==> src/rtl/mem_stage_pkg.sv <==
// Shared myCPU header for the memory stage: bus widths, field codes and the
// execute-to-memory payload layout.
package mem_stage_pkg;

    localparam int EXE_TO_MEM_BUS_WD = 78;
    localparam int MEM_TO_WB_BUS_WD  = 38;
    localparam int MEM_TO_BY_BUS_WD  = 39;

    localparam logic [2:0] LT_LW  = 3'b000;
    localparam logic [2:0] LT_LB  = 3'b001;
    localparam logic [2:0] LT_LBU = 3'b010;
    localparam logic [2:0] LT_LH  = 3'b011;
    localparam logic [2:0] LT_LHU = 3'b100;

    localparam logic [1:0] SEL_ALU  = 2'b00;
    localparam logic [1:0] SEL_PC8  = 2'b01;
    localparam logic [1:0] SEL_LOAD = 2'b10;
    localparam logic [1:0] SEL_ZERO = 2'b11;

    typedef struct packed {
        logic [1:0]  sel_rf_w_data;
        logic        sel_rf_w_en;
        logic        sel_mem_gene;
        logic [2:0]  load_type;
        logic [1:0]  addr_low;
        logic [31:0] pc_plus_8;
        logic [31:0] exe_w_data;
        logic [4:0]  rf_w_addr;
    } exe_to_mem_t;

    function automatic logic [31:0] sext8(input logic [7:0] b);
        return {{24{b[7]}}, b};
    endfunction

    function automatic logic [31:0] sext16(input logic [15:0] h);
        return {{16{h[15]}}, h};
    endfunction

endpackage

==> src/rtl/mem_stage_load_align.sv <==
// Sub-word load alignment: picks the addressed byte/half-word from the read
// word and sign- or zero-extends it to 32 bits.
module load_align
    import mem_stage_pkg::*;
(
    input  logic [31:0] word_i,
    input  logic [2:0]  load_type_i,
    input  logic [1:0]  addr_low_i,
    output logic [31:0] ext_o
);

    logic [7:0]  byte_s;
    logic [15:0] half_s;

    // Byte/half-word lane select followed by extension per load type
    always_comb begin
        byte_s = 8'h00;
        half_s = 16'h0000;
        ext_o  = word_i;
        case (addr_low_i)
            2'b00:   byte_s = word_i[7:0];
            2'b01:   byte_s = word_i[15:8];
            2'b10:   byte_s = word_i[23:16];
            2'b11:   byte_s = word_i[31:24];
            default: byte_s = 8'h00;
        endcase
        // addr_low[0] is deliberately ignored for half-word loads
        if (addr_low_i[1]) begin
            half_s = word_i[31:16];
        end else begin
            half_s = word_i[15:0];
        end
        case (load_type_i)
            LT_LB:   ext_o = sext8(byte_s);
            LT_LBU:  ext_o = {24'h000000, byte_s};
            LT_LH:   ext_o = sext16(half_s);
            LT_LHU:  ext_o = {16'h0000, half_s};
            default: ext_o = word_i;
        endcase
    end

endmodule

==> src/rtl/mem_stage.sv <==
// Memory pipeline stage: registers the execute bundle, aligns synchronous
// RAM load data (with a hold buffer for back-pressure) and drives WB/bypass.
module mem_stage
    import mem_stage_pkg::*;
(
    input  logic                         clk,
    input  logic                         reset,
    input  logic [EXE_TO_MEM_BUS_WD-1:0] EXE_to_MEM_bus,
    input  logic                         EXE_to_MEM_valid,
    output logic                         MEM_allow_in,
    input  logic [31:0]                  data_ram_r_data,
    output logic                         MEM_to_WB_valid,
    input  logic                         WB_allow_in,
    output logic [MEM_TO_WB_BUS_WD-1:0]  MEM_to_WB_bus,
    output logic [MEM_TO_BY_BUS_WD-1:0]  MEM_to_BY_bus
);

    logic        mem_valid_q;
    logic        mem_valid_d;
    exe_to_mem_t payload_q;
    exe_to_mem_t payload_d;
    logic        first_cycle_q;
    logic        first_cycle_d;
    logic [31:0] rdata_hold_q;
    logic [31:0] rdata_hold_d;

    logic        accept_s;
    logic [31:0] rdata_s;
    logic [31:0] load_val_s;
    logic [31:0] rf_w_data_s;
    logic        unused_mem_gene_s;

    // Ready-go is always 1, so the stage frees whenever WB takes the current one
    assign MEM_allow_in      = ~mem_valid_q | WB_allow_in;
    assign accept_s          = MEM_allow_in & EXE_to_MEM_valid;
    assign MEM_to_WB_valid   = mem_valid_q;
    assign unused_mem_gene_s = payload_q.sel_mem_gene;

    // Next-state for valid, payload and the load-data hold buffer
    always_comb begin
        mem_valid_d   = mem_valid_q;
        payload_d     = payload_q;
        first_cycle_d = accept_s;
        rdata_hold_d  = rdata_hold_q;
        if (MEM_allow_in) begin
            mem_valid_d = EXE_to_MEM_valid;
        end else begin
            mem_valid_d = mem_valid_q;
        end
        if (accept_s) begin
            payload_d = exe_to_mem_t'(EXE_to_MEM_bus);
        end else begin
            payload_d = payload_q;
        end
        if (first_cycle_q) begin
            rdata_hold_d = data_ram_r_data;
        end else begin
            rdata_hold_d = rdata_hold_q;
        end
    end

    // State registers with synchronous active-high reset
    always_ff @(posedge clk) begin
        if (reset) begin
            mem_valid_q   <= 1'b0;
            payload_q     <= exe_to_mem_t'({EXE_TO_MEM_BUS_WD{1'b0}});
            first_cycle_q <= 1'b0;
            rdata_hold_q  <= 32'h0000_0000;
        end else begin
            mem_valid_q   <= mem_valid_d;
            payload_q     <= payload_d;
            first_cycle_q <= first_cycle_d;
            rdata_hold_q  <= rdata_hold_d;
        end
    end

    // RAM data is only live in the cycle right after acceptance
    assign rdata_s = first_cycle_q ? data_ram_r_data : rdata_hold_q;

    load_align u_load_align (
        .word_i      (rdata_s),
        .load_type_i (payload_q.load_type),
        .addr_low_i  (payload_q.addr_low),
        .ext_o       (load_val_s)
    );

    // Final register-file write value select
    always_comb begin
        rf_w_data_s = 32'h0000_0000;
        case (payload_q.sel_rf_w_data)
            SEL_ALU:  rf_w_data_s = payload_q.exe_w_data;
            SEL_PC8:  rf_w_data_s = payload_q.pc_plus_8;
            SEL_LOAD: rf_w_data_s = load_val_s;
            SEL_ZERO: rf_w_data_s = 32'h0000_0000;
            default:  rf_w_data_s = 32'h0000_0000;
        endcase
    end

    assign MEM_to_WB_bus = {payload_q.sel_rf_w_en, payload_q.rf_w_addr, rf_w_data_s};
    assign MEM_to_BY_bus = {payload_q.sel_rf_w_en, mem_valid_q, payload_q.rf_w_addr, rf_w_data_s};

endmodule

==> config.mk <==
export PLATFORM = sky130hd
export DESIGN_NAME = mem_stage
export DESIGN_NICKNAME = d
export VERILOG_FILES = /design/src/rtl/mem_stage_pkg.sv /design/src/rtl/mem_stage_load_align.sv /design/src/rtl/mem_stage.sv
export SDC_FILE = /design/constraint.sdc
export NUM_CORES = 1
export LEC_CHECK = 0
export CAP_MARGIN = 10
export CORE_MARGIN = 2
export CORE_UTILIZATION = 40
export DETAILED_ROUTE_END_ITERATION = 10
export GPL_TIMING_DRIVEN = 0
export PLACE_DENSITY = 0.75
export SLEW_MARGIN = 10
export SYNTH_ARGS = -nofsm -noshare
export SYNTH_HDL_FRONTEND = slang
export SYNTH_HIERARCHICAL = 1
export SYNTH_SLANG_ARGS = --single-unit
export TNS_END_PERCENT = 20
==> constraint.sdc <==
create_clock -name clk -period 5.9 [get_ports clk]
set_clock_uncertainty 0.15 [all_clocks]
set_input_delay 0.59 -clock clk [delete_from_list [all_inputs] [get_ports clk]]
set_output_delay 0.59 -clock clk [all_outputs]
set_load 0.01 [all_outputs]
Yosys cells after proc, flatten, opt, wreduce, memory -nomap -nowiden:

Index checks and enable logic that the tools add are counted.

* $add $sub $neg: 0
* $mul: 0
* divide/modulo/power cells: 0
* order comparisons: 0
* equal/unequal tests: 10
* shifts and indexed selects: 0
* multiplexer cells: 5
* bitwise gates (word level): 3
* reductions and logical operators: 2

Operator list (count)
* 32-bit one-hot mux with 4 select lines: 2
* 32-bit 2-to-1 mux: 1
* 8-bit one-hot mux with 4 select lines: 1
* 16-bit 2-to-1 mux: 1
* 2-bit equality test, second input constant: 4
* 3-bit by 2-bit equality test with 1-bit output, second input constant: 2
* 2-bit by 1-bit equality test with 1-bit output, second input constant: 2
* 2-bit logical NOT: 2
* 3-bit by 1-bit equality test with 1-bit output, second input constant: 1
* 3-bit equality test, second input constant: 1
* 1-bit bitwise AND: 1
* 1-bit inverter: 1
* 1-bit bitwise OR: 1

* flip-flop bits (word level): 111
* latch bits: 0
* RAM bits: 0
* bits in read-only memories: 0
* input port bits: 114
* memories: 0

Longest topological paths before layout:

Gate-level depths: netlist of the first run.

* word-level depth: 4
* depth in mapped cells: 11

Hierarchy:

Netlist of the first run, hierarchy kept.

By module, submodules not included
* mem_stage: instances 1, cells each 614, area an instance 5773.0 µm², seq. area each 2222.1 µm²
* load_align: instances 1, cells each 99, area an instance 883.3 µm², seq. area each 0.0 µm²

Worst setup path after synthesis of the first run:

OpenSTA, ideal clock, no wires.

* path type: register -> output
* start: reg first_cycle_q
* end: out MEM_to_WB_bus[16]
* arrival: 2.343 ns
* data required time: 5.160 ns
* slack: 2.817 ns
* stages on the path, launching flop included: 12
* path buffers: 4
* cells stage by stage: dfxtp_1 buf_6 buf_6 mux2_4 mux4_2 nand4b_4 o31ai_4 buf_6 a21o_1 nand2_1 o21ai_0 buf_4

* cells in the longest elaborated chain, start to end: 4

Ends and longest elaborated chain
* from (decl): line mem_stage.sv:22 `logic first_cycle_q;`
* from (signal assigned): line mem_stage.sv:72 `first_cycle_q <= first_cycle_d;`
* 32-bit 2-to-1 mux *
* 8-bit one-hot mux with 4 select lines / 16-bit 2-to-1 mux (equally long branches): line mem_stage_load_align.sv:20, mem_stage_load_align.sv:28
* 32-bit one-hot mux with 4 select lines *: line mem_stage_load_align.sv:33 `case (load_type_i)`
* named net load_val_s[16]: line mem_stage.sv:29 `logic [31:0] load_val_s;`
* 32-bit one-hot mux with 4 select lines *: line mem_stage.sv:90 `case (payload_q.sel_rf_w_data)`
* to (decl): line mem_stage.sv:14 `output logic [MEM_TO_WB_BUS_WD-1:0] MEM_to_WB_bus,`

The timed path passes the listed nets; every way through them passes the cells marked *.

Worst setup path after layout of the first run:

* start: reg first_cycle_q
* end: out MEM_to_WB_bus[28]

The elaborated chain is that of the path after synthesis.

==> results.yml, run 1 <==
yosys:
  synth-seq-area-share: 0.334
  synthCells: 713
  synth_edf_count: 0
  ys.flop_type: "dfxtp_1"
  syn_area_per_cell_sq_um: 9.34
  yosysWarnings: 6
  synth_seq_cells: 111
  ys_types: 44
  ys_async_sr_fraction: 0
  syn-num-nets: 827
  syn_area_sq_um: 6660
clock_tree:
  cts.path.max_buffers: 2
  clk_pin_slew_ns: 0.08
  cts_resized: 0
  postCtsSetupRepairBufs: 0
  cts_tree: "done"
  cts_buffers: 9
  ctsRootBufferMaster: "clkbuf_16"
  worstSkewPairLatency_ns: 0.36
  cts.sinks: 111
  htreeDepth: 3
  postCtsHoldBufs: 0
routing:
  drt_first_iter_violations: 540
  dr.pass1.iters: 5
  drc: 0
  via_per_inst: 5.31
  num_vias: 6048
  drt-total-wl_um: 20800
  detail_route.wl_per_cell_um: 18.2
  ant_nets: 0
grt:
  overflow: 0
  grt_pass1_wl_um: 32200
  grt_use_total: 0.231
  grt_max_degree: 21
  grt_pass1_vias: 5906
  antenna_found_initial: 0
timing:
  timing.final.crit_share: 0.717
  tns_ns: 0
  drv_slew: 0
  max_freq_ghz: 0.236
  worst_pin_slew_ns: 0.746
  rsz0062_at_grt: "false"
  min_period_ns: 4.23
  slew_headroom: 0.501
  finalHoldViolCount: 0
  setup_viol_count_final: 0
critical_path:
  critPathMaxFanout: 10
  critPathArrivalTime_ns: 3.49
  cp_top_family: "buffers and inverters"
  cp_data_required_time_ns: 5.16
  cp_common_cell: "buf_6"
  critPathCaptureType: "primary output"
  crit_type: "flip-flop to primary output"
  cp-start-kind: "flip-flop"
  critPathSlowestCell: "mux4_2"
  critPathBufInv: 5
  crit_chain: "buf_6, buf_6, mux2_4, mux4_2, nand4b_4, o31ai_4, buf_6, a21o_1, nand2_1, o21ai_0, buf_4, clkdlybuf4s50_1"
  worst_path_largest_cell_delay_ns: 0.52
cells_and_area:
  nets: 1027
  diodes: 0
  syn2layout_area_growth_pct: 37.3
  drive_gt1_frac: 0.199
  final_common_cell: "clkdlybuf4s50_1"
  fin_util: 0.557
  layout_common_cells: "189 x clkdlybuf4s50_1, 111 x dfxtp_1, 79 x a21oi_1"
pwr:
  p_per_area_nw_per_um2: 219
  p_leak_nw: 3.69
  irDropWorstVdd_uv: 175
floorplanning:
  dieArea_sq_um: 17700
  ios: 193
  dieWidth_um: 133
  core_sq_um: 16400
  fp.dieH_um: 133
  num_rows: 47
  start_util: 0.406
placement:
  hpwlAfterDp_um: 15900
  numPortBuffers: 189
  place.gp.congestion: 0.914
outcome:
  status: "completed"
flow_run:
  maxCapViolations: 0
worst_hold_path:
  hp-class: "flip-flop to flip-flop"
## layer usage
metal,track usage,part of all wire,vias up,wire (um)
li1,-,-,2914,-
met1,0.316,0.44,2839,9060
met2,0.381,0.47,269,9690
met3,0.0418,0.080,26,1650
met4,0.0538,0.017,0,353
met5,0,0,-,0
## where the power goes
part	internal, mW	switching (mW)
registers	0.791	0.0213
clock network	0.340	0.304
logic	0.304	0.243
## final timing paths
| check | from | to | slack, ns | depth (start not counted) |
|---|---|---|---|---|
| setup / recovery | first_cycle_q | MEM_to_WB_bus[28] | 1.67 | 12 |
| hold / removal | payload_q[63] | payload_q[63] | 0.43 | 2 |
| setup reg to reg | first_cycle_q | rdata_hold_q[11] | 4.38 | 4 |
| hold reg to reg | payload_q[63] | payload_q[63] | 0.43 | 2 |
## metrics by stage
stage                     power [mW]  hold WS, ns  cells  instance area [sq um]  setup WS (ns)
after floorplan                 1.13        0.397    713                   6660           2.82
after global placement          1.37        0.408   1122                   8820           1.72
after detailed placement        1.37        0.409   1122                   8820           1.74
after CTS                       2.01        0.424   1138                   9140           1.69
after global routing            2.08        0.438   1138                   9140           1.56
final                           2.00        0.427   1138                   9140           1.67
## kinds of logic (layout without fill, tap and decap cells)
logic type / after synthesis / in the layout / share of synthesized area
simple gates: 167 / 167 / 0.136
xor+xnor: 2 / 2 / 0.00376
mux: 73 / 73 / 0.147
flops: 111 / 111 / 0.334
compound gates: 240 / 240 / 0.263
buf+inv: 120 / 325 / 0.117
## tightest hold or removal path, cell delays in order, from the launching register on
cell and delay, ns:
dfxtp_1 0.31, a21bo_1 0.17, a21oi_1 0.05
## Yosys cell counts, types with 2 or more instances
cell type / n / area, sq um
clkbuf_1: 22 / 82.6
a221o_1: 13 / 130
o21ai_1: 8 / 40.0
buf_2: 29 / 145
a21bo_1: 50 / 500
mux2_2: 4 / 45.0
a32oi_1: 7 / 61.3
mux4_2: 7 / 158
buf_4: 51 / 383
nor2b_1: 32 / 200
buf_1: 3 / 11.3
mux2_4: 28 / 420
o211ai_1: 2 / 15.0
and3_1: 7 / 43.8
a21o_1: 17 / 128
a21oi_1: 79 / 395
nand3_1: 78 / 390
nand2_1: 36 / 135
buf_6: 13 / 146
mux2i_1: 33 / 330
a21bo_2: 27 / 270
inv_1: 2 / 7.51
nor2b_4: 2 / 27.5
and2_1: 2 / 12.5
o21ai_0: 32 / 160
dfxtp_1: 111 / 2220
## layout make-up
cell class / count / area [sq um]
sequential: 111 / 2220
tap: 220 / 275
fill: 1473 / 7260
buffer: 118 / 768
multi-input combinational: 482 / 3660
timing repair buffer: 189 / 1890
inverter: 2 / 7.51
clock buffer: 9 / 225
clock inverter: 7 / 93.8
## flip-flops by register name (all words and copies together), names as in the netlist
name             flops
MEM_to_WB_valid      1
rdata_hold_q        32
payload_q           71
MEM_to_BY_bus        6
first_cycle_q        1
(Power assumes the default switching activity.)
==> inputs of run 2 (changes only) <==
Settings changed: PLACE_DENSITY 0.75 to 0.78.
Clock period 5.9 ns to 3.44 ns, I/O delays scaled along.
==> run 2 against run 1 <==
Effect of this change: the run now ends with negative setup slack left; count of clock-buffer cells in the layout did not move; combinational power rose by 77%; clock power rose by 60%; design area rose by 2.8%; total power up 69%; sequential power up 72%; global-route usage up 0.58 points.
==> results.yml, run 2 (synthesis results as in run 1) <==
timing:
  min_period_ns: 3.51
  worst_pin_slew_ns: 0.801
  finalHoldViolCount: 0
  timing.final.crit_share: 1.02
  setup_slack_ns: -0.0652
  hold_slack_ns: 0.193
  drv_slew: 0
  max_freq_ghz: 0.285
  setup_viol_count_final: 7
  slew_headroom: 0.464
  rsz0062_at_grt: "true"
cells_and_area:
  nets: 1047
  layout_common_cells: "127 x clkdlybuf4s50_1, 109 x dfxtp_1, 85 x buf_4"
  regMostFlops: "payload_q"
  drive_gt1_frac: 0.288
  largest_reg_flops: 71
  final_common_cell: "clkdlybuf4s50_1"
  final_cells: 1158
  diodes: 0
  fin_util: 0.573
  fillers: 1445
  syn2layout_area_growth_pct: 41.1
routing:
  num_vias: 6263
  ant_nets: 0
  dr.pass1.iters: 5
  drc: 0
  via_per_inst: 5.41
  drt-total-wl_um: 21500
  detail_route.wl_per_cell_um: 18.5
  drt_first_iter_violations: 537
placement:
  place_worst_setup_slack_ns: -0.202
  numPortBuffers: 189
  dp_cells: 1122
  place.gp.congestion: 0.923
  hpwlAfterDp_um: 16100
pwr:
  p_per_area_nw_per_um2: 361
  irDropWorstVdd_uv: 274
  p_leak_nw: 3.99
  p_total_mw: 3.39
grt:
  grt_pass1_vias: 6033
  grt_use_total: 0.237
  grt_pass1_wl_um: 33000
  overflow: 0
  grt_max_degree: 21
  antenna_found_initial: 0
worst_hold_path:
  hp-class: "input port to flip-flop"
clock_tree:
  ctsRootBufferMaster: "clkbuf_16"
  cts.path.max_buffers: 2
  cts_tree: "done"
  htreeDepth: 3
  clk_pin_slew_ns: 0.08
  worstSkewPairLatency_ns: 0.36
  cts.sinks: 111
  postCtsHoldBufs: 0
  cts_buffers: 9
critical_path:
  critPathMaxFanout: 7
  critPathArrivalTime_ns: 3.01
  cp-start-kind: "flip-flop"
  critPathCaptureType: "primary output"
  cp_data_required_time_ns: 2.95
  crit_type: "flip-flop to primary output"
floorplanning:
  core_sq_um: 16400
  ios: 193
  fp.dieH_um: 133
  dieArea_sq_um: 17700
  num_rows: 47
  dieWidth_um: 133
  start_util: 0.406
outcome:
  violations: "negative setup slack"
  status: "finished with violations"
flow_run:
  maxCapViolations: 0
[run 2: cell count changes in the layout (fill, tap and decap cells not counted), sizes merged, moves of 2 or more]
cell | before | now
buf | 96 | 138
clkdlybuf4s50 | 189 | 127
clkdlybuf4s15 | 0 | 9
clkbuf | 31 | 35
clkinvlp | 0 | 2
dlygate4sd2 | 0 | 25
[run 2: cell type report]
class                   count  area, sq um  area share
well taps                 220          275      0.0293
repair buffers            210         1990       0.212
flip-flops and latches    111         2220       0.237
plain buffers             116          787      0.0838
clock inverters             7         65.1     0.00693
inverters                   2         7.51    0.000799
multi-input cells         483         3820       0.407
clock buffers               9          225      0.0240
[run 2: what timing repair did]
action / in CTS / in global routing
pin swaps: 1 / 1
setup endpoints to repair: 64 / 43
gates resized for setup: 160 / 33
cloned: 3 / 0
buffers inserted: 8 / 11
[run 2: power by group]
part | leakage, nW | switching, mW | internal [mW]
sequential | 0.913 | 0.0389 | 1.36
combinational | 2.94 | 0.445 | 0.521
clock | 0.137 | 0.526 | 0.506
total | 3.99 | 1.01 | 2.38
[run 2: critical path, cell delays in order (launching register included)]
cell	delay [ns]
dfxtp_2	0.36
buf_8	0.15
buf_12	0.13
mux2_4	0.34
mux4_2	0.52
nand4b_4	0.16
o21ai_1	0.10
a221o_1	0.28
nand2_1	0.08
o21ai_1	0.09
buf_4	0.17
dlygate4sd2_1	0.28
[run 2: final timing paths]
| kind | from | to | slack [ns] | depth (start not counted) |
|---|---|---|---|---|
| max | first_cycle_q | MEM_to_WB_bus[14] | -0.07 | 11 |
| min | reset | rdata_hold_q[31] | 0.19 | 2 |
| max reg2reg | first_cycle_q | rdata_hold_q[23] | 1.90 | 5 |
| min reg2reg | payload_q[19] | payload_q[19] | 0.43 | 2 |
[run 2: through the flow]
step	cell area, sq um	setup TNS, ns
2_1_floorplan	6660	0
3_3_place_gp	8820	-2.60
3_5_place_dp	8820	-2.74
4_1_cts	9290	-0.938
5_1_grt	9390	-0.771
6_report	9390	-0.264
[run 2: routing by layer]
| layer | part of all wire | GRT usage | vias up |
|---|---|---|---|
| met5 | 0 | 0 | - |
| met1 | 0.42 | 0.314 | 2955 |
| met2 | 0.47 | 0.389 | 297 |
| met4 | 0.027 | 0.0848 | 0 |
| met3 | 0.079 | 0.0406 | 46 |
| li1 | - | - | 2965 |
